## config.mk

```make
export PLATFORM = sky130hd
export DESIGN_NAME = avl_write_arbiter
export DESIGN_NICKNAME = d
export VERILOG_FILES = /design/src/rtl/avl_arb_pkg.sv /design/src/rtl/avl_arb_pick.sv /design/src/rtl/avl_write_arbiter.sv
export SDC_FILE = /design/constraint.sdc
export NUM_CORES = 1
export LEC_CHECK = 0
export ABC_CLOCK_PERIOD_IN_PS = 3650
export BUFFER_PORTS_ARGS = -buffer_cell sky130_fd_sc_hd__buf_2
export CAP_MARGIN = 0
export CORE_ASPECT_RATIO = 1.1
export CORE_MARGIN = 5
export CORE_UTILIZATION = 50
export DETAILED_ROUTE_END_ITERATION = 10
export GPL_TIMING_DRIVEN = 0
export HOLD_SLACK_MARGIN = 0.08
export PLACE_DENSITY = 0.86
export SLEW_MARGIN = 0
export SYNTH_ARGS = -nofsm -noshare
export SYNTH_HDL_FRONTEND = slang
export SYNTH_SLANG_ARGS = --single-unit
```

## constraint.sdc

```tcl
create_clock -name iCLK -period 3.65 [get_ports iCLK]
set_clock_uncertainty 0.15 [all_clocks]
set_input_delay 0.1825 -clock iCLK [delete_from_list [all_inputs] [get_ports iCLK]]
set_output_delay 0.1825 -clock iCLK [all_outputs]
set_load 0.005 [all_outputs]
```

## src/rtl/avl_arb_pkg.sv

```systemverilog
// Shared types and constants for the LPDDR2 Avalon write-port arbiter.
// The AVL_ARB_FIXED_PRIO_EN macro (see avl_arb_pick) selects fixed priority
// instead of round-robin; nothing in this package depends on it.
package avl_arb_pkg;

    // Debug encoding exported on arb_state; the values are visible to software.
    typedef enum logic [1:0] {
        IDLE   = 2'd0,
        WRITE  = 2'd1,
        ACK    = 2'd2,
        DECIDE = 2'd3
    } arb_state_t;

    // Requester identities; the ID doubles as the bit index into rq_valid/gnt/rq_ack.
    localparam logic RQ_CAPTURE = 1'b0;   // ADV7611 pixel writer
    localparam logic RQ_PATTERN = 1'b1;   // test-pattern / frame-fill engine

    localparam int BURST_LEN_DEFAULT = 16;

    // One-hot vector for a requester ID.
    function automatic logic [1:0] rq_onehot(input logic id);
        return id ? 2'b10 : 2'b01;
    endfunction

endpackage

```

## src/rtl/avl_arb_pick.sv

```systemverilog
// Combinational two-way winner selection for the write-port arbiter.
// Build option: AVL_ARB_FIXED_PRIO_EN defined -> requester 0 always wins and
// `last` is ignored; undefined (default) -> round-robin, the requester that
// did not own the port last wins a tie.
module avl_arb_pick
    import avl_arb_pkg::*;
(
    input  logic [1:0] valid,
    input  logic       last,
    output logic [1:0] winner
);

`ifdef AVL_ARB_FIXED_PRIO_EN
    // Fixed priority has no use for history; keep the port for a uniform interface.
    logic unused_last;
    assign unused_last = last;

    // Capture path always wins when it has a word pending.
    always_comb begin
        winner = 2'b00;
        if (valid[RQ_CAPTURE]) begin
            winner = rq_onehot(RQ_CAPTURE);
        end else if (valid[RQ_PATTERN]) begin
            winner = rq_onehot(RQ_PATTERN);
        end
    end
`else
    // Single requester wins outright; on a tie the one that was not last wins.
    always_comb begin
        winner = 2'b00;
        if (valid == 2'b11) begin
            winner = rq_onehot(~last);
        end else begin
            winner = valid;
        end
    end
`endif

endmodule

```

## src/rtl/avl_write_arbiter.sv

```systemverilog
// Two-requester arbiter for the single LPDDR2 Avalon-MM write port.
// Requester 0 is the HDMI capture path, requester 1 the pattern/fill engine.
// A grant covers up to BURST_LEN single-beat writes, then the port is
// re-arbitrated. Build option AVL_ARB_FIXED_PRIO_EN (in avl_arb_pick) selects
// fixed priority instead of the default round-robin.
//
//   state  | meaning
//   -------+---------------------------------------------------------------
//   IDLE   | no owner; grant when calibrated and any requester is valid
//   WRITE  | avl_write held with stable address/data until accepted
//   ACK    | rq_ack pulse to the owner; owner advances to its next word
//   DECIDE | continue the burst, or release the port and remember the owner
module avl_write_arbiter
    import avl_arb_pkg::*;
#(
    parameter int ADDR_W    = 27,
    parameter int DATA_W    = 32,
    parameter int BURST_LEN = BURST_LEN_DEFAULT
) (
    input  logic              iCLK,
    input  logic              iRST_n,
    input  logic              local_init_done,
    input  logic              avl_waitrequest_n,
    output logic [ADDR_W-1:0] avl_address,
    output logic [DATA_W-1:0] avl_writedata,
    output logic              avl_write,
    output logic              avl_burstbegin,
    input  logic [1:0]        rq_valid,
    input  logic [ADDR_W-1:0] rq_addr0,
    input  logic [ADDR_W-1:0] rq_addr1,
    input  logic [DATA_W-1:0] rq_data0,
    input  logic [DATA_W-1:0] rq_data1,
    output logic [1:0]        rq_ack,
    output logic [1:0]        gnt,
    output logic [1:0]        arb_state
);

    // Burst limit as an 8-bit unsigned value so the word counter never wraps.
    localparam logic [7:0] BURST_LEN_U = 8'(BURST_LEN);

    arb_state_t        state, state_nxt;
    logic              owner, owner_nxt;
    logic              last, last_nxt;
    logic [7:0]        cnt, cnt_nxt;
    logic [1:0]        gnt_nxt;
    logic [1:0]        ack_nxt;
    logic              write_nxt;
    logic              write_q;
    logic [ADDR_W-1:0] addr_nxt;
    logic [DATA_W-1:0] data_nxt;
    logic [1:0]        pick_win;

    avl_arb_pick u_pick (
        .valid  (rq_valid),
        .last   (last),
        .winner (pick_win)
    );

    // Next state and next values of every registered output.
    always_comb begin
        state_nxt = state;
        owner_nxt = owner;
        last_nxt  = last;
        cnt_nxt   = cnt;
        gnt_nxt   = gnt;
        write_nxt = avl_write;
        addr_nxt  = avl_address;
        data_nxt  = avl_writedata;
        ack_nxt   = 2'b00;

        case (state)
            IDLE: begin
                write_nxt = 1'b0;
                gnt_nxt   = 2'b00;
                if (local_init_done && (rq_valid != 2'b00)) begin
                    owner_nxt = pick_win[1];
                    gnt_nxt   = pick_win;
                    cnt_nxt   = 8'd0;
                    write_nxt = 1'b1;
                    addr_nxt  = (pick_win[1] == RQ_PATTERN) ? rq_addr1 : rq_addr0;
                    data_nxt  = (pick_win[1] == RQ_PATTERN) ? rq_data1 : rq_data0;
                    state_nxt = WRITE;
                end
            end

            WRITE: begin
                // A started transfer always completes, even if calibration drops.
                if (avl_write && avl_waitrequest_n) begin
                    write_nxt = 1'b0;
                    ack_nxt   = rq_onehot(owner);
                    cnt_nxt   = cnt + 8'd1;
                    state_nxt = ACK;
                end
            end

            ACK: begin
                state_nxt = DECIDE;
            end

            DECIDE: begin
                if (local_init_done && rq_valid[owner] && (cnt < BURST_LEN_U)) begin
                    write_nxt = 1'b1;
                    addr_nxt  = (owner == RQ_PATTERN) ? rq_addr1 : rq_addr0;
                    data_nxt  = (owner == RQ_PATTERN) ? rq_data1 : rq_data0;
                    state_nxt = WRITE;
                end else begin
                    gnt_nxt   = 2'b00;
                    last_nxt  = owner;
                    state_nxt = IDLE;
                end
            end

            default: begin
                write_nxt = 1'b0;
                gnt_nxt   = 2'b00;
                state_nxt = IDLE;
            end
        endcase
    end

    // State and registered outputs; reset drops avl_write immediately.
    always_ff @(posedge iCLK or negedge iRST_n) begin
        if (!iRST_n) begin
            state         <= IDLE;
            owner         <= RQ_CAPTURE;
            last          <= RQ_PATTERN;
            cnt           <= 8'd0;
            gnt           <= 2'b00;
            rq_ack        <= 2'b00;
            avl_write     <= 1'b0;
            avl_address   <= '0;
            avl_writedata <= '0;
        end else begin
            state         <= state_nxt;
            owner         <= owner_nxt;
            last          <= last_nxt;
            cnt           <= cnt_nxt;
            gnt           <= gnt_nxt;
            rq_ack        <= ack_nxt;
            avl_write     <= write_nxt;
            avl_address   <= addr_nxt;
            avl_writedata <= data_nxt;
        end
    end

    // Delayed write strobe used to mark the first cycle of each write.
    always_ff @(posedge iCLK or negedge iRST_n) begin
        if (!iRST_n) begin
            write_q <= 1'b0;
        end else begin
            write_q <= avl_write;
        end
    end

    assign avl_burstbegin = avl_write & ~write_q;
    assign arb_state      = state;

endmodule

```

; ---- Yosys cells after proc, flatten, opt, wreduce, memory -nomap -nowiden
; Index checks and enable logic that the tools add are counted.
[op_classes]
bitwise = 3
order_cmp = 2
mux = 31
add_sub_neg = 1
n_eq_ne = 8
reduce_logical = 16
[op_table]
columns = cell, count
row1 = $mux W32, 4
row2 = $mux W27, 4
row3 = $pmux W32 S2, 1
row4 = $pmux W27 S2, 1
row5 = $mux W2, 9
row6 = $mux W8, 2
row7 = $pmux W8 S2, 1
row8 = $reduce_and A3 Y1, 3
row9 = $add A8 B1 Y8 const B, 1
row10 = $lt A8 B5 Y1 const B, 1
row11 = $ne A2 B2 Y1 const B, 4
row12 = $pmux W2 S4, 1
row13 = $reduce_and A2 Y1, 4
row14 = $eq A2 B2 Y1 const B, 3
row15 = $mux W1, 6
row16 = $reduce_bool A2 Y1, 3
row17 = $logic_and A1 B1 Y1, 4
row18 = $pmux W2 S2, 1
row19 = $pmux W1 S3, 1
row20 = $reduce_bool A3 Y1, 1
row21 = $eq A2 B1 Y1 const B, 1
row22 = $logic_not A2 Y1, 1
row23 = $lt A1 B2 Y1 const B, 1
row24 = $not A1 Y1, 2
row25 = $and A1 B1 Y1, 1
[totals]
register_bits = 77
wordCells = 71

; ---- Depth between registers and ports, before layout
; Gate-level depths: netlist (run 1).
[logic_depth]
depth_word = 6
ltp_mapped = 7
depth_no_buf = 6

; ---- Cells and area by module
; From an unflattened synthesis (run 1), not the netlist that was laid out.
[hier_totals]
hier_cells = 364
area_unflattened_um2 = 3876.2
[by_module_without_submodules]
columns = module, area_per_inst_um2, seq_area_each_um2, cells_per_inst, n_inst
row1 = avl_write_arbiter, 3857.4, 1928.1, 361, 1
row2 = avl_arb_pick, 18.8, 0.0, 3, 1

; ---- Worst setup path after synthesis (run 1)
; OpenSTA, ideal clock, no wires.
[synth_path]
path_type = reg-to-reg
from = register state[0], in the netlist arb_state[0]
to = register avl_address[10]
t_required_ns = 3.373
stages_incl_launch_ff = 8
setup_ns = 0.127
arrival_ns = 2.176
path_slack_ns = 1.196
cell_sequence = dfrtp_1 -> ha_1 -> inv_1 -> mux2i_1 -> buf_2 -> buf_2 -> mux2_2 -> mux2_1
[synth_via]
elab_chain_len = 3
elab_cells_between_ends = 7
classes_between = eq/ne: 3 / mux: 1 / reduce/logical: 3
[synth_rtl]
columns = item, line_no
row1 = start: declaration, avl_write_arbiter.sv:41  ; arb_state_t state, state_nxt;
row2 = start signal: assignment, avl_write_arbiter.sv:134  ; state <= state_nxt;
row3 = $eq A2 B2 Y1 / $logic_not A2 Y1 (equally long branches), avl_write_arbiter.sv:71  ; case (state)
row4 = $ne A2 B2 Y1 (no source line) / $reduce_bool A2 Y1 (equally long branches), --
row5 = $reduce_and A3 Y1 (no source line), --
row6 = end signal: assignment, avl_write_arbiter.sv:141  ; avl_address <= addr_nxt;
row7 = end: declaration, avl_write_arbiter.sv:24  ; output logic [ADDR_W-1:0] avl_address,
; Parallel ways exist; a longest one is shown, timed or not.
; A chain may end at the register's enable or synchronous reset.

; ---- Worst setup path after layout (run 1)
[layout_path]
from = register state[0], in the netlist arb_state[0]
to = register avl_writedata[13]
[layout_via]
elab_chain_len = 3
elab_cells_between_ends = 7
classes_between = eq/ne: 3 / mux: 1 / reduce/logical: 3
[layout_rtl]
columns = item, line_no
row1 = $eq A2 B2 Y1 / $logic_not A2 Y1 (equally long branches), avl_write_arbiter.sv:71
row2 = $ne A2 B2 Y1 (no source line) / $reduce_bool A2 Y1 (equally long branches), --
row3 = $reduce_and A3 Y1 (no source line), --
row4 = end signal: assignment, avl_write_arbiter.sv:142  ; avl_writedata <= data_nxt;
row5 = end: declaration, avl_write_arbiter.sv:25  ; output logic [DATA_W-1:0] avl_writedata,
; Parallel ways exist; a longest one is shown, timed or not.

==> impl_metrics.env, run 1 <==
export IMPL_crit_cells=7
export IMPL_p_per_area_nw_per_um2=858
export IMPL_ff2ff_path_depth=7
export IMPL_netlist_area_leader_share_pct=48.4
export IMPL_antenna_found_initial=0
export IMPL_max_stage_delay_ns=0.63
export IMPL_synth_top_cell_by_area="dfrtp_1"
export IMPL_routedWlPerCell_microns=23.4
export IMPL_path_clk_slew_ns=0.09
export IMPL_htree_levels=3
export IMPL_cts_made_buffers=9
export IMPL_switchingPower_uw=2070
export IMPL_setup_viol=0
export IMPL_routed_wl_mm=16.9
export IMPL_syn_to_final_growth_pct=64.1
export IMPL_rsz0062_at_grt="no"
export IMPL_insertedDiodeCount=0
export IMPL_drtIter0Drc=291
export IMPL_hpwl_mm=8.31
export IMPL_max_vdd_ir_drop_mv=0.501
export IMPL_clkLatencyLatePin_ns=0.35
export IMPL_seqPwrFrac_pct=29.6
export IMPL_syn_num_nets=416
export IMPL_swShare_pct=37.4
export IMPL_end_kind="register"
export IMPL_drc=0
export IMPL_crit_chain="ha_1 -> inv_1 -> mux2i_4 -> clkbuf_1 -> mux2_2 -> dlygate4sd3_1 -> mux2_2"
export IMPL_pwr_share_comb_pct=57.4
export IMPL_postCtsSetupBuffers=0
export IMPL_final_cell_mix="buf_2 (191), dlygate4sd3_1 (118), mux2_2 (113)"
export IMPL_grt_usage_pct=34.4
export IMPL_holdWs_ns=0.0832
export IMPL_io_pins=191
export IMPL_vias=3969
export IMPL_netlist_top_cells_area="dfrtp_1 (48%), mux2_2 (32%), mux2_4 (3.1%)"
export IMPL_finalCriticalPeriod_ns=3.48
export IMPL_tritoncts="done"
export IMPL_cts_path_max_buffers=2
export IMPL_worstPathRequired_ns=3.74
export IMPL_coreArea_sq_um=7780
export IMPL_seq_area_frac_synth_pct=49.1
export IMPL_row_count=34
export IMPL_dp_cells=586
export IMPL_slowest_stage="clkbuf_1"
export IMPL_run_status="completed"
export IMPL_cpMostUsedCell="mux2_2"
export IMPL_avgSynthCellArea_sq_um=13.7
export IMPL_start_util_pct=50.5
export IMPL_arrival_ns=3.57
export IMPL_worstSetupPathType="reg2reg"
export IMPL_hold_viol_final=0
export IMPL_gp_congestion=0.817
export IMPL_power_frac_clock_pct=13.1
export IMPL_cap_violations=0
export IMPL_finalSetupTns_ns=0
export IMPL_critPathBufInv=3
export IMPL_fin_crit_sh_pct=95.4
export IMPL_crit_family="buffers and inverters"
export IMPL_p_int_uw=3460
export IMPL_cellLeakagePower_uw=0.00305
export IMPL_grt_overflow=0
export IMPL_yosysWarningCount=0
export IMPL_via_per_inst=5.51
export IMPL_dr_pass1_iters=4
export IMPL_dieArea_sq_um=9730
export IMPL_fp_dieW_microns=94.5
export IMPL_maxSlewViolCount=0
export IMPL_timing_fmax_ghz=0.287
export IMPL_fillers=404
export IMPL_synthCells=287
export IMPL_start_kind="register"
export IMPL_port_buffers=190
export IMPL_synth_area_sq_um=3930
export IMPL_grt_pass1_wl_mm=24.9
export IMPL_cts_root_buf="clkbuf_8"
export IMPL_drive_above_1_share_pct=55.9
export IMPL_fp_dieH_microns=103
export IMPL_hold_path_class="in2reg"
export IMPL_final_cells=720
export IMPL_finalNetCount=736
export IMPL_ys_ff_latch=77
export IMPL_ys_types=43
export IMPL_grt_pass1_vias=4431
export IMPL_slew_headroom_pct=48.7
export IMPL_cp_max_fo=10
export IMPL_tightest_slew_ns=0.770
export IMPL_hold_path_depth=3
export IMPL_clock_sinks=77
export IMPL_final_common_cell="buf_2"
export IMPL_antenna_left=0
export IMPL_grt_max_degree=44
-- stage by stage --
stage	total power (uW)	area [sq um]	util [%]	setup WS, ns
after floorplan	3330	3930	-	1.20
after global placement	4070	5010	64.4	0.727
after detailed placement	4200	5040	64.7	0.661
after CTS	5200	6420	82.5	0.0900
after global routing	5790	6440	82.8	0.0590
final	5530	6440	82.8	0.167
-- cells by family (layout without fill, tap and decap cells) --
family	after synthesis	after routing	synth area share [%]
xor gates and xnor gates	1	1	0.223
adders and majority gates	5	5	1.59
DFF	77	77	49.1
AOI/OAI and AO/OA	24	24	4.62
muxes	125	125	36.5
and+or+nand+nor	37	37	5.29
buffers and inverters	18	343	2.64
-- per-layer routing --
layer  global-route usage, %  routed length [microns]  up-vias
li1                        -                        -     1686
met1                    35.9                     5840     1896
met2                    57.5                     8340      285
met3                    12.8                     1540      102
met4                    24.0                     1150        0
met5                    1.04                        0        -
-- worst register-to-register path: cells and delay by family (launching register included) --
kind | cells | cell delay [ns]
flip-flops | 1 | 0.47
multiplexers | 3 | 1.13
buffers and inverters | 3 | 1.38
adder cells (fa/ha/maj) | 1 | 0.28
-- cells in the mapped netlist (all sizes together) --
cell type	count
a211oi	2
a21boi	1
a21oi	5
a221o	1
a22o	1
a22oi	1
a31oi	1
a32o	1
and2	1
and3	2
and4b	1
buf	8
clkbuf	4
dfrtp	76
dfstp	1
ha	5
inv	6
mux2	123
mux2i	2
nand2	11
nand2b	3
nand3	3
nand4	1
nor2	5
nor2b	1
nor3	2
nor3b	1
nor4	1
o211a	1
o21ai	7
o31a	1
o31ai	2
or2	1
or3	2
or4	2
xnor2	1
-- power groups by stage --
stage / clock (uW) / sequential [uW] / combinational, uW
finish: 722 / 1640 / 3170
detailed placement: 0 / 1560 / 2640
global route: 768 / 1670 / 3350
global placement: 0 / 1530 / 2530
floorplan: 0 / 1570 / 1760
CTS: 715 / 1550 / 2940
-- layout make-up --
| cell class | count | area (sq um) | area share, % |
|---|---|---|---|
| repair buffers | 309 | 2150 | 33.4 |
| well taps | 108 | 135 | 2.10 |
| flip-flops and latches | 77 | 1930 | 29.9 |
| clock buffers | 10 | 128 | 1.98 |
| clock inverters | 6 | 87.6 | 1.36 |
| multi-input cells | 192 | 1910 | 29.6 |
| inverters | 6 | 22.5 | 0.349 |
| plain buffers | 12 | 81.3 | 1.26 |
-- state kept, by name, indices dropped and copies added, names as in the netlist --
signal	cells
avl_write	1
owner	1
last	1
arb_state	2
write_q	1
avl_writedata	32
rq_ack	2
avl_address	27
cnt	8
gnt	2
-- worst paths after layout --
kind / end / start / slack, ns
worst max-delay path: avl_writedata[13] / arb_state[0] / 0.17
worst min register to register: write_q / avl_write / 0.35
max in group asynchronous: avl_writedata[23] / iRST_n / 2.52
min in group asynchronous: avl_writedata[4] / iRST_n / 0.20
worst min-delay path: avl_writedata[18] / rq_data0[18] / 0.08
worst max register to register: avl_writedata[13] / arb_state[0] / 0.17
-- timing repair --
item	CTS	global route
gates resized for setup	0	2
endpoints found under the hold margin	138	1
hold buffers	117	1
endpoints found under the setup margin	0	38
Power figures use the tool's default switching activity.
==> run 2: changes to the inputs <==
--- a/config.mk
+++ b/config.mk
@@ -5,16 +5,18 @@
 export SDC_FILE = /design/constraint.sdc
 export NUM_CORES = 1
 export LEC_CHECK = 0
-export ABC_CLOCK_PERIOD_IN_PS = 3650
+export ABC_CLOCK_PERIOD_IN_PS = 3900
 export BUFFER_PORTS_ARGS = -buffer_cell sky130_fd_sc_hd__buf_2
 export CAP_MARGIN = 0
+export CELL_PAD_IN_SITES_DETAIL_PLACEMENT = 2
+export CELL_PAD_IN_SITES_GLOBAL_PLACEMENT = 2
 export CORE_ASPECT_RATIO = 1.1
 export CORE_MARGIN = 5
-export CORE_UTILIZATION = 50
+export CORE_UTILIZATION = 29
 export DETAILED_ROUTE_END_ITERATION = 10
 export GPL_TIMING_DRIVEN = 0
 export HOLD_SLACK_MARGIN = 0.08
-export PLACE_DENSITY = 0.86
+export PLACE_DENSITY_LB_ADDON = 0.1
 export SLEW_MARGIN = 0
 export SYNTH_ARGS = -nofsm -noshare
 export SYNTH_HDL_FRONTEND = slang
==> constraint.sdc (replaced) <==
create_clock -name iCLK -period 3.9 [get_ports iCLK]
set_clock_uncertainty 0.15 [all_clocks]
set_input_delay 0.195 -clock iCLK [delete_from_list [all_inputs] [get_ports iCLK]]
set_output_delay 0.195 -clock iCLK [all_outputs]
set_load 0.005 [all_outputs]
==> run 2 against run 1 <==
  * Combinational power down 14%
  * Design area shrank 4.2%
  * Sequential cell count is the same
  * Highest routed layer unchanged
==> impl_metrics.env, run 2 (synthesis gave the netlist of run 1 again) <==
export IMPL_run_status="completed"
export IMPL_routedWlPerCell_microns=19.4
export IMPL_vias=3469
export IMPL_htree_levels=3
export IMPL_drive_above_1_share_pct=60.0
export IMPL_seqPwrFrac_pct=29.0
export IMPL_largest_reg_flops=32
export IMPL_coreArea_sq_um=13300
export IMPL_finalNetCount=692
export IMPL_rr_startpoint="arb_state[0]"
export IMPL_grt_usage_pct=18.8
export IMPL_reg2reg_slack_ns=0.38
export IMPL_io_pins=191
export IMPL_syn_to_final_growth_pct=57.2
export IMPL_power_frac_clock_pct=16.7
export IMPL_postCtsSetupBuffers=0
export IMPL_p_int_uw=3280
export IMPL_slowest_stage="dlygate4sd3_1"
export IMPL_hold_end="avl_writedata[17]"
export IMPL_hold_viol_final=0
export IMPL_insertedDiodeCount=0
export IMPL_tritoncts="done"
export IMPL_gp_congestion=0.731
export IMPL_ff2ff_path_depth=8
export IMPL_place_ws_ns=0.861
export IMPL_p_per_area_nw_per_um2=810
export IMPL_hold_path_depth=3
export IMPL_fin_ws_ns=0.375
export IMPL_path_clk_slew_ns=0.06
export IMPL_rsz0062_at_grt="no"
export IMPL_fillers=1321
export IMPL_setup_viol=0
export IMPL_row_count=44
export IMPL_fp_dieW_microns=121
export IMPL_cp_max_fo=10
export IMPL_final_common_cell="buf_2"
export IMPL_antenna_found_initial=0
export IMPL_hold_path_class="in2reg"
export IMPL_fin_crit_sh_pct=90.4
export IMPL_max_vdd_ir_drop_mv=0.286
export IMPL_grt_pass1_wl_mm=23.3
export IMPL_cellLeakagePower_uw=0.00291
export IMPL_critPathBufInv=4
export IMPL_antenna_left=0
export IMPL_tightest_slew_ns=0.764
export IMPL_final_cell_mix="buf_2 (191), mux2_2 (113), dfrtp_1 (76)"
export IMPL_hold_start="rq_data1[17]"
export IMPL_pwr_share_comb_pct=54.3
export IMPL_maxSlewViolCount=0
export IMPL_end_kind="register"
export IMPL_hpwl_mm=10.2
export IMPL_clkLatencyLatePin_ns=0.34
export IMPL_grt_overflow=0
export IMPL_port_buffers=190
export IMPL_worstSetupPathType="reg2reg"
export IMPL_grt_max_degree=59
export IMPL_finalSetupTns_ns=0
export IMPL_cts_made_buffers=9
export IMPL_worstPathRequired_ns=3.97
export IMPL_cpMostUsedCell="buf_2"
export IMPL_finalPower_uw=5000
export IMPL_dr_pass1_iters=4
export IMPL_start_util_pct=29.6
export IMPL_multi_input_area_sq_um=1900
export IMPL_max_stage_delay_ns=0.56
export IMPL_grt_pass1_vias=4021
export IMPL_fp_dieH_microns=132
export IMPL_routed_wl_mm=14.6
export IMPL_dieArea_sq_um=16000
export IMPL_switchingPower_uw=1720
export IMPL_drc=0
export IMPL_top_regs="avl_writedata: 32 flops, avl_address: 27 flops, cnt: 8 flops"
export IMPL_slew_headroom_pct=49.1
export IMPL_regArea_sq_um=1930
export IMPL_crit_family="buffers and inverters"
export IMPL_start_kind="register"
export IMPL_finalCriticalPeriod_ns=3.52
export IMPL_arrival_ns=3.59
export IMPL_regMostFlops="avl_writedata"
export IMPL_timing_fmax_ghz=0.284
export IMPL_regToRegEndpoint="avl_address[10]"
export IMPL_cap_violations=0
export IMPL_cts_root_buf="clkbuf_16"
export IMPL_via_per_inst=4.61
export IMPL_cts_path_max_buffers=2
export IMPL_swShare_pct=34.4
export IMPL_drtIter0Drc=65
export IMPL_crit_chain="ha_1 -> inv_1 -> mux2i_1 -> buf_2 -> buf_2 -> mux2_2 -> dlygate4sd3_1 -> mux2_1"
export IMPL_clock_sinks=77
## run 2: cell count changes in the layout (fill, tap and decap cells not counted)
cell           previous run  this run
mux2i_4                   1         0
clkinv_4                  2         0
buf_12                    1         0
bufinv_16                 2         1
dlygate4sd3_1           118        74
mux2i_1                   1         2
buf_16                    0         1
clkbuf_16                 0         9
clkinv_2                  2         4
clkbuf_8                  9         1
## run 2: area by class of cell
type | instances | area share (%)
inverter | 6 | 0.365
clock inverter | 5 | 0.811
timing repair buffer | 265 | 27.9
clock buffer | 11 | 3.93
buffer | 12 | 1.32
tap | 184 | 3.73
multi-input combinational | 192 | 30.7
sequential | 77 | 31.2
## run 2: per-layer routing
metal,vias up,track usage [%],share of wire [%],wire length [microns]
met4,0,6.17,2.3,332
met1,1735,20.3,37,5380
met3,28,4.25,5.7,837
met2,113,35.5,55,8070
li1,1593,-,-,-
met5,-,0,0,0
## run 2: worst max path at each step
stage	from	endpoint	depth (start not counted)
after CTS	arb_state[0]	avl_address[10]	8
after global placement	arb_state[0]	avl_writedata[18]	6
after floorplan	arb_state[0]	avl_address[10]	7
final	arb_state[0]	avl_address[10]	8
after detailed placement	arb_state[0]	avl_writedata[18]	6
after global routing	arb_state[0]	avl_address[8]	8
## run 2: what timing repair did
item	4_1_cts	5_1_grt
hold buffers	74	0
hold endpoints to repair	116	0
gates resized for setup	0	0
## run 2: worst register-to-register path, stage by stage, from the launching register on
cell and delay, ns:
dfrtp_1 0.45, ha_1 0.27, inv_1 0.12, mux2i_1 0.54
buf_2 0.36, buf_2 0.30, mux2_2 0.37, dlygate4sd3_1 0.56
mux2_1 0.29
## run 2: stage by stage
stage	cells	area [sq um]	util [%]	hold WS (ns)
6_report	752	6170	46.5	0.0807
5_1_grt	752	6170	46.5	0.0860
4_1_cts	752	6170	46.5	0.0801
3_5_place_dp	662	5140	38.7	-0.0463
3_3_place_gp	661	5110	38.5	0.307
2_1_floorplan	287	3930	-	-0.251
## run 2: power by group through the flow
stage	Sequential, uW	Combinational (uW)	Clock (uW)
after floorplan	1470	1650	0
after global placement	1430	2490	0
after detailed placement	1460	2560	0
after CTS	1450	2750	858
after global routing	1500	2950	899
final	1450	2720	833
==> run 3: changes to the inputs <==
--- a/config.mk
+++ b/config.mk
@@ -10,9 +10,9 @@
 export CAP_MARGIN = 0
 export CELL_PAD_IN_SITES_DETAIL_PLACEMENT = 2
 export CELL_PAD_IN_SITES_GLOBAL_PLACEMENT = 2
-export CORE_ASPECT_RATIO = 1.1
 export CORE_MARGIN = 5
 export CORE_UTILIZATION = 29
+export CTS_CLUSTER_DIAMETER = 100
 export DETAILED_ROUTE_END_ITERATION = 10
 export GPL_TIMING_DRIVEN = 0
 export HOLD_SLACK_MARGIN = 0.08
==> run 3 against run 2 <==
  * Power decreased by 0.44%
  * Register-to-register slack lost 0.11 ns
  * Core utilization rose by 1.2 points
  * Die area is essentially flat
  * Hold slack improved by 0.010 ns
  * Maximum frequency fell by 3.0%
  * Design area grew 2.3%
  * Global-route usage grew 0.069 points
  * Clock power shrank 9.4%
  * Non-clock buffer count is 19 higher
  * Largest cell class is now non-clock buffers
  * Highest routed layer unchanged
==> impl_metrics.env, run 3 (synthesis gave the netlist of run 1 again) <==
export IMPL_p_per_area_nw_per_um2=788
export IMPL_grt_pass1_vias=4165
export IMPL_final_cell_mix="buf_2 (191), mux2_2 (113), dlygate4sd3_1 (93)"
export IMPL_timing_fmax_ghz=0.275
export IMPL_setup_viol=0
export IMPL_cellLeakagePower_uw=0.00297
export IMPL_cap_violations=0
export IMPL_worstSetupPathType="reg2reg"
export IMPL_fin_area_sq_um=6310
export IMPL_postCtsSetupBuffers=0
export IMPL_vias=3551
export IMPL_run_status="completed"
export IMPL_hold_start="rq_data0[25]"
export IMPL_antenna_left=0
export IMPL_grt_pass1_wl_mm=23.4
export IMPL_grt_max_degree=41
export IMPL_io_pins=191
export IMPL_clock_sinks=77
export IMPL_hold_viol_final=0
export IMPL_antenna_found_initial=1
export IMPL_dieArea_sq_um=16000
export IMPL_maxSlewViolCount=0
export IMPL_fin_crit_sh_pct=93.1
export IMPL_cts_path_max_buffers=2
export IMPL_hold_path_class="in2reg"
export IMPL_cts_resized=0
export IMPL_slowest_stage="mux2i_1"
export IMPL_arrival_ns=3.69
export IMPL_max_vdd_ir_drop_mv=0.292
export IMPL_routedWlPerCell_microns=19.7
export IMPL_drc=0
export IMPL_final_common_cell="buf_2"
export IMPL_gp_congestion=0.773
export IMPL_hpwl_mm=9.98
export IMPL_routed_wl_mm=15.1
export IMPL_via_per_inst=4.65
export IMPL_drive_above_1_share_pct=57.7
export IMPL_path_clk_slew_ns=0.06
export IMPL_rr_startpoint="arb_state[0]"
export IMPL_crit_chain="ha_1 -> inv_1 -> mux2i_1 -> buf_2 -> buf_2 -> mux2_2 -> dlygate4sd3_1 -> mux2_1"
export IMPL_grt_overflow=0
export IMPL_clkLatencyLatePin_ns=0.33
export IMPL_cts_made_buffers=9
export IMPL_dr_pass1_iters=4
export IMPL_worstPathRequired_ns=3.96
export IMPL_placed_area_sq_um=5120
export IMPL_end_kind="register"
export IMPL_row_count=42
export IMPL_tightest_slew_ns=0.742
export IMPL_finalSetupTns_ns=0
export IMPL_cp_max_fo=10
export IMPL_drtIter0Drc=76
export IMPL_fp_dieH_microns=126
export IMPL_regMostFlops="avl_writedata"
export IMPL_crit_start="arb_state[0]"
export IMPL_grt_usage_pct=18.8
export IMPL_port_buffers=190
export IMPL_start_util_pct=29.7
export IMPL_max_stage_delay_ns=0.58
export IMPL_htree_levels=3
export IMPL_cpMostUsedCell="buf_2"
export IMPL_coreArea_sq_um=13200
export IMPL_fp_dieW_microns=126
export IMPL_finalCriticalPeriod_ns=3.63
export IMPL_tritoncts="done"
export IMPL_finalNetCount=711
export IMPL_holdWs_ns=0.0909
export IMPL_syn_to_final_growth_pct=60.8
export IMPL_finalPower_uw=4980
export IMPL_start_kind="register"
export IMPL_top_regs="avl_writedata: 32 flops, avl_address: 27 flops, cnt: 8 flops"
export IMPL_largest_reg_flops=32
export IMPL_cts_root_buf="clkbuf_16"
export IMPL_rsz0062_at_grt="no"
export IMPL_slew_headroom_pct=50.2
-- run 3: layout make-up --
cell class | instances | area (sq um)
fill | 1361 | 6930
tap | 176 | 220
multi-input combinational | 192 | 1900
sequential | 77 | 1930
clock buffer | 13 | 250
buffer | 12 | 81.3
antenna | 1 | 2.50
inverter | 6 | 22.5
timing repair buffer | 284 | 1900
clock inverter | 2 | 10.0
-- run 3: worst paths after layout --
path | endpoint | slack, ns | cells past startpoint
max reg2reg | avl_address[8] | 0.27 | 8
max | avl_address[8] | 0.27 | 8
min in group asynchronous | avl_writedata[21] | 0.25 | 2
max in group asynchronous | last | 2.67 | 3
min reg2reg | write_q | 0.33 | 0
min | avl_writedata[25] | 0.09 | 3
-- run 3: per-layer routing --
| layer | wire length (microns) | global-route usage, % | vias to the layer above |
|---|---|---|---|
| met3 | 713 | 4.54 | 30 |
| li1 | - | - | 1634 |
| met1 | 5640 | 19.9 | 1769 |
| met2 | 8220 | 35.4 | 118 |
| met4 | 486 | 7.95 | 0 |
| met5 | 0 | 0 | - |
-- run 3: timing repair --
action,in CTS,in global routing
endpoints found under the setup margin,0,0
hold buffers,93,0
endpoints found under the hold margin,86,0
-- run 3: critical path, delay by kind of cell (launching register included) --
kind / cells / cell delay (ns)
adder cells (fa/ha/maj): 1 / 0.28
multiplexers: 3 / 1.24
flip-flops: 1 / 0.44
buffers and inverters: 4 / 1.39
-- run 3: power by group --
group	switching [uW]	internal [uW]	total, uW
Sequential	236	1220	1460
Combinational	1170	1590	2760
Clock	312	443	755
Total	1720	3250	4980
-- run 3: metrics by stage --
step	instances	setup WS, ns	utilization (%)
after floorplan	287	1.45	-
after global placement	653	0.902	38.5
after detailed placement	654	0.837	38.7
after CTS	762	0.171	47.7
after global routing	763	0.133	47.7
final	763	0.267	47.7
